**src/rtl/rst_seq_tick_gen_if.sv**
```systemverilog
// Control/status bundle for the reset sequencer: soft reset and tick period in,
// sequenced resets, ready/busy and the tick enable out.
interface rst_seq_tick_gen_if #(
    parameter int N_RST = 4,
    parameter int DIV_W = 8
);
    logic              sw_rst;
    logic [DIV_W-1:0]  div;
    logic [N_RST-1:0]  rst_n_o;
    logic              rdy;
    logic              busy;
    logic              tick;

    modport master (
        output sw_rst, div,
        input  rst_n_o, rdy, busy, tick
    );

    modport slave (
        input  sw_rst, div,
        output rst_n_o, rdy, busy, tick
    );
endinterface

```
**src/rtl/rst_seq_tick_gen.sv**
```systemverilog
// Reset sequencer and tick generator.
// Board reset (async, active low) is synchronised on release, then rst_n_o[0]
// is released HOLD_CYCLES edges after the trigger and each further bit
// STAGGER edges after the previous one. sw_rst restarts the sequence. In RUN a
// programmable divider emits a one-cycle tick every div+1 cycles.
module rst_seq_tick_gen #(
    parameter int N_RST       = 4,
    parameter int HOLD_CYCLES = 2,
    parameter int STAGGER     = 1,
    parameter int DIV_W       = 8
) (
    input  logic               clk,
    input  logic               reset,
    rst_seq_tick_gen_if.slave  bus
);

    localparam logic [1:0] ST_ASSERT  = 2'd0;
    localparam logic [1:0] ST_HOLD    = 2'd1;
    localparam logic [1:0] ST_RELEASE = 2'd2;
    localparam logic [1:0] ST_RUN     = 2'd3;

    // Edge (relative to the trigger) at which the last reset bit is released.
    localparam int unsigned LAST = HOLD_CYCLES + (N_RST - 1) * STAGGER;
    localparam int unsigned CW   = $clog2(LAST + 1) + 1;

    logic             r_sync1;
    logic             r_sync_n;
    logic [1:0]       r_state;
    logic [CW-1:0]    r_cnt;
    logic [DIV_W-1:0] r_dcnt;
    logic [DIV_W-1:0] r_div;
    logic [N_RST-1:0] r_rst_n;
    logic             r_rdy;
    logic             r_busy;
    logic             r_tick;

    logic [CW-1:0]    w_m;
    logic [N_RST-1:0] w_rel;

    // Two-flop release synchroniser; r_sync1 high means r_sync_n rises on this edge.
    always_ff @(posedge clk or negedge reset) begin
        if (!reset) begin
            r_sync1  <= 1'b0;
            r_sync_n <= 1'b0;
        end else begin
            r_sync1  <= 1'b1;
            r_sync_n <= r_sync1;
        end
    end

    // Release pattern for the edge being taken: bit k is free once the number
    // of edges since the trigger reaches HOLD_CYCLES + k*STAGGER.
    always_comb begin
        w_m   = r_cnt + CW'(1);
        w_rel = '0;
        for (int unsigned k = 0; k < N_RST; k++) begin
            w_rel[k] = (w_m >= CW'(HOLD_CYCLES + k * STAGGER));
        end
    end

    // Sequencer FSM, divider and all registered outputs.
    always_ff @(posedge clk or negedge reset) begin
        if (!reset) begin
            r_state <= ST_ASSERT;
            r_cnt   <= '0;
            r_dcnt  <= '0;
            r_div   <= '0;
            r_rst_n <= '0;
            r_rdy   <= 1'b0;
            r_busy  <= 1'b1;
            r_tick  <= 1'b0;
        end else begin
            case (r_state)
                ST_ASSERT: begin
                    if (r_sync1 || (bus.sw_rst && r_sync_n)) begin
                        r_state <= ST_HOLD;
                        r_cnt   <= '0;
                    end
                end
                default: begin
                    if (bus.sw_rst) begin
                        // Restart with this edge as the new trigger; beats any tick.
                        r_state <= ST_HOLD;
                        r_cnt   <= '0;
                        r_dcnt  <= '0;
                        r_rst_n <= '0;
                        r_rdy   <= 1'b0;
                        r_busy  <= 1'b1;
                        r_tick  <= 1'b0;
                    end else if (r_state != ST_RUN) begin
                        r_rst_n <= w_rel;
                        r_cnt   <= w_m;
                        if (w_m >= CW'(LAST)) begin
                            r_state <= ST_RUN;
                            r_rdy   <= 1'b1;
                            r_busy  <= 1'b0;
                            r_dcnt  <= '0;
                            r_div   <= bus.div;
                        end else if (w_m >= CW'(HOLD_CYCLES)) begin
                            r_state <= ST_RELEASE;
                        end
                    end else begin
                        if (r_dcnt == r_div) begin
                            r_tick <= 1'b1;
                            r_dcnt <= '0;
                            r_div  <= bus.div;
                        end else begin
                            r_tick <= 1'b0;
                            r_dcnt <= r_dcnt + DIV_W'(1);
                        end
                    end
                end
            endcase
        end
    end

    assign bus.rst_n_o = r_rst_n;
    assign bus.rdy     = r_rdy;
    assign bus.busy    = r_busy;
    assign bus.tick    = r_tick;

endmodule

```
**src/flat_wrapper.sv**
```systemverilog
// flat-port wrapper written by rule: the top's interface ports become plain ports
module rst_seq_tick_gen_flat 
#(
    parameter int N_RST       = 4,
    parameter int HOLD_CYCLES = 2,
    parameter int STAGGER     = 1,
    parameter int DIV_W       = 8
)
  (clk, reset, bus_sw_rst, bus_div, bus_rst_n_o, bus_rdy, bus_busy, bus_tick);
  rst_seq_tick_gen_if #(.N_RST(N_RST), .DIV_W(DIV_W)) bus_i ();
  input  logic clk;
  input  logic reset;
  input wire logic [$bits(bus_i.sw_rst)-1:0] bus_sw_rst;
  input wire logic [$bits(bus_i.div)-1:0] bus_div;
  output wire logic [$bits(bus_i.rst_n_o)-1:0] bus_rst_n_o;
  output wire logic [$bits(bus_i.rdy)-1:0] bus_rdy;
  output wire logic [$bits(bus_i.busy)-1:0] bus_busy;
  output wire logic [$bits(bus_i.tick)-1:0] bus_tick;
  assign bus_i.sw_rst = bus_sw_rst;
  assign bus_i.div = bus_div;
  assign bus_rst_n_o = bus_i.rst_n_o;
  assign bus_rdy = bus_i.rdy;
  assign bus_busy = bus_i.busy;
  assign bus_tick = bus_i.tick;
  rst_seq_tick_gen #(.N_RST(N_RST), .HOLD_CYCLES(HOLD_CYCLES), .STAGGER(STAGGER), .DIV_W(DIV_W)) u_core (.clk(clk), .reset(reset), .bus(bus_i));
endmodule
```
**config.mk**
```make
export PLATFORM = sky130hd
export DESIGN_NAME = rst_seq_tick_gen_flat
export DESIGN_NICKNAME = d
export VERILOG_FILES = /design/src/rtl/rst_seq_tick_gen_if.sv /design/src/rtl/rst_seq_tick_gen.sv /design/src/flat_wrapper.sv
export SDC_FILE = /design/constraint.sdc
export NUM_CORES = 1
export LEC_CHECK = 0
export BUFFER_PORTS_ARGS = -buffer_cell sky130_fd_sc_hd__clkbuf_2
export CAP_MARGIN = 30
export CORE_MARGIN = 3
export CORE_UTILIZATION = 45
export DETAILED_ROUTE_END_ITERATION = 8
export PLACE_DENSITY = 0.68
export SKIP_LAST_GASP = 1
export SLEW_MARGIN = 20
export SYNTH_ARGS = -nofsm -noshare
export SYNTH_HDL_FRONTEND = slang
export SYNTH_SLANG_ARGS = --single-unit
```
**constraint.sdc**
```tcl
create_clock -name clk -period 2.6 [get_ports clk]
set_clock_uncertainty 0.15 [all_clocks]
set_input_delay 0.39 -clock clk [delete_from_list [all_inputs] [get_ports clk]]
set_output_delay 0.39 -clock clk [all_outputs]
set_load 0.1 [all_outputs]
```
==> results.py <==
metrics = {
    "status": {
        "status": "completed",
    },
    "floorplan": {
        "initial_core_util_pct": 49.0,
        "core_area_sq_um": 3520,
        "ios": 18,
        "dieArea_sq_um": 4610,
        "die-width_um": 67.9,
        "dieHeight_um": 67.9,
        "row_count": 21,
    },
    "synth": {
        "async_flop_share_pct": 100,
        "synth_edf_count": 0,
        "synth_cell_types": 42,
        "synthCells": 177,
        "yosys_register_bits": 31,
        "ys_seq_area_share_pct": 45.1,
        "yosysTopAreaCell": "dfrtp_1",
        "syn_nets": 194,
        "ys_warn_count": 0,
        "synth_top_area_share_pct": 43.5,
        "synth-main-ff-cell": "dfrtp_1",
        "synthTopCellsByArea": "dfrtp_1 44%, xnor2_1 5.6%, mux2_2 5.2%, ha_1 4.4%, nand2_1 3.9%",
        "avgSynthCellArea_sq_um": 9.74,
        "synth_area_sq_um": 1720,
    },
    "critical_path": {
        "cp_cell_sequence": "inv_1 > ha_1 > or4_1 > nor2_1 > a21oi_1 > o211ai_1 > nand3_1",
        "critical-path-max-stage-delay_ns": 0.52,
        "r2r_cells": 7,
        "cp.arrival_ns": 2.24,
        "crit_fanout": 8,
        "cp.depth": 7,
        "critical_path_required_ns": 2.61,
        "critPathSlowestCell": "or4_1",
        "path_class": "reg -> reg",
        "crit_path_start_kind": "register",
        "crit_path_end_kind": "register",
        "crit_family": "simple AND/OR/NAND/NOR gates",
        "cp.buffers_inverters": 1,
    },
    "clocking": {
        "htree_levels": 2,
        "cts_root_buffer": "clkbuf_8",
        "clk_pin_slew_ns": 0.06,
        "ctsHoldBuffers": 0,
        "cts_resized": 0,
        "cts_tree": "done",
        "clock-sinks": 31,
        "cts-buffers-inserted": 5,
        "worstSkewPairLatency_ns": 0.29,
        "cts_setup_buffers": 0,
        "cts_max_path_buffers": 2,
    },
    "worst_hold_path": {
        "hold_path.class": "in -> async",
    },
    "timing": {
        "setup_violations": 0,
        "finalCriticalPeriod_ns": 2.23,
        "slew_headroom_pct": 45.3,
        "holdWs_ns": 0.0364,
        "hold_viol": 0,
        "rsz0062_at_grt": "no",
        "max_freq_mhz": 448,
        "slew_viol_final": 0,
        "min_period_over_period_pct": 85.8,
        "tns_ns": 0,
        "tightestPinTransition_ns": 0.821,
    },
    "final_layout": {
        "diodes": 0,
        "layout_commonest_cell": "dfrtp_1",
        "stdcell_area_sq_um": 1930,
        "num-nets-final": 212,
        "drive_gt1_share_pct": 22.4,
        "fin_util_pct": 54.7,
        "area_growth_pct": 11.8,
        "final_cell_mix": "30 x dfrtp_1, 18 x nand2_1, 17 x clkbuf_2, 14 x nor2_1",
    },
    "global_routing": {
        "grtUsageTotal_pct": 18.5,
        "grt_pass1_wl_um": 6220,
        "first_global_vias": 1298,
        "globalRoute.totalOverflow": 0,
        "antenna_found_initial": 0,
        "grt_max_degree": 32,
    },
    "routing": {
        "drc_errors": 0,
        "via_per_inst": 5.70,
        "drt-initial-drc-count": 129,
        "dr.pass1.iters": 6,
        "postRouteAntennaNets": 0,
        "num_vias": 1379,
        "wl_per_cell_um": 15.4,
        "wirelength_um": 3720,
    },
    "power_and_ir_drop": {
        "powerDensity_nw_per_um2": 1090,
        "vdd_ir_drop_max_mv": 0.315,
        "total_power_mw": 2.10,
        "p_leak_nw": 0.862,
    },
    "placed_design": {
        "dp_hpwl_um": 2730,
        "portBuffers": 17,
        "place_congestion": 0.863,
        "post_dp_cell_area_sq_um": 1840,
    },
    "run": {
        "cap_violations": 0,
    },
}
kinds of logic (layout without fill, tap and decap cells):
| kind of cell | count (synthesis) | after routing | synth area share (%) |
|---|---|---|---|
| and+or+nand+nor | 63 | 63 | 17.9 |
| AOI/OAI and AO/OA | 42 | 42 | 17.1 |
| DFF | 31 | 31 | 45.1 |
| xor gates and xnor gates | 14 | 14 | 7.11 |
| buffers and inverters | 12 | 31 | 3.12 |
| muxes | 8 | 8 | 5.23 |
| adders and majority gates | 6 | 6 | 4.35 |
| other | 1 | 1 | 0.217 |
worst reg2reg max path, stage by stage, from the launching register on:
cell and delay (ns):
dfrtp_1 0.47, inv_1 0.10, ha_1 0.34, or4_1 0.52, nor2_1 0.14, a21oi_1 0.10
o211ai_1 0.19, nand3_1 0.10
flip-flops by register name, summed over array words and instances, names as in the netlist:
| name | cells |
|---|---|
| u_core.r_dcnt | 8 |
| u_core.r_div | 8 |
| u_core.bus.rst_n_o | 4 |
| u_core.r_cnt | 4 |
| u_core.r_state | 2 |
| u_core.bus.busy | 1 |
| u_core.bus.rdy | 1 |
| u_core.bus.tick | 1 |
| u_core.r_sync1 | 1 |
| u_core.r_sync_n | 1 |
metal layers:
layer	vias to the layer above	wire [um]	global-route usage, %
li1	656	-	-
met1	670	1740	24.2
met2	46	1710	27.5
met3	7	198	6.08
met4	0	61	8.68
met5	-	0	0
path summary, 6_finish.rpt:
path / startpoint / slack (ns) / endpoint
worst max-delay path: u_core.r_cnt[0]$_DFFE_PN0P_ / 0.37 / u_core.bus.rst_n_o[0]$_DFFE_PN0P_
worst min-delay path: reset / 0.04 / u_core.bus.rst_n_o[2]$_DFFE_PN0P_
worst max register to register: u_core.r_cnt[0]$_DFFE_PN0P_ / 0.37 / u_core.bus.rst_n_o[0]$_DFFE_PN0P_
worst min register to register: u_core.r_sync1$_DFF_PN0_ / 0.24 / u_core.r_sync_n$_DFF_PN0_
max in group asynchronous: reset / 1.75 / u_core.r_cnt[0]$_DFFE_PN0P_
min in group clk: bus_div[6] / 0.18 / u_core.r_div[6]$_DFFE_PN0P_
cell type report:
cell class | count | area (sq um)
Multi-Input combinational cell | 134 | 893
Clock buffer | 7 | 86.3
Tap cell | 46 | 57.6
Sequential cell | 31 | 777
Clock inverter | 1 | 5.00
Fill cell | 327 | 1590
Inverter | 6 | 22.5
Timing Repair Buffer | 17 | 85.1
metrics by stage:
| stage | setup WS, ns | cells |
|---|---|---|
| floorplan | 0.569 | 177 |
| global placement | 0.473 | 234 |
| detailed placement | 0.380 | 234 |
| CTS | 0.376 | 242 |
| global route | 0.247 | 242 |
| finish | 0.370 | 242 |
cell usage after synthesis (2+ instances only):
master / n
dfrtp_1: 30
nand2_1: 18
nor2_1: 14
o21ai_0: 11
xnor2_1: 11
nor3_1: 9
mux2_2: 8
a21oi_1: 7
ha_1: 6
inv_1: 6
nand3_1: 6
buf_2: 4
nand2b_1: 4
a211oi_1: 3
a21o_1: 3
or2_2: 3
xor2_1: 3
a211o_1: 2
a31oi_1: 2
nand4_1: 2
o211ai_1: 2
o21a_1: 2
o21bai_1: 2
power breakdown:
part	switching [mW]	total, mW	internal, mW
Sequential	0.151	0.765	0.614
Combinational	0.607	0.930	0.323
Clock	0.189	0.403	0.213
Note: power is estimated with default switching activity, not from simulation.
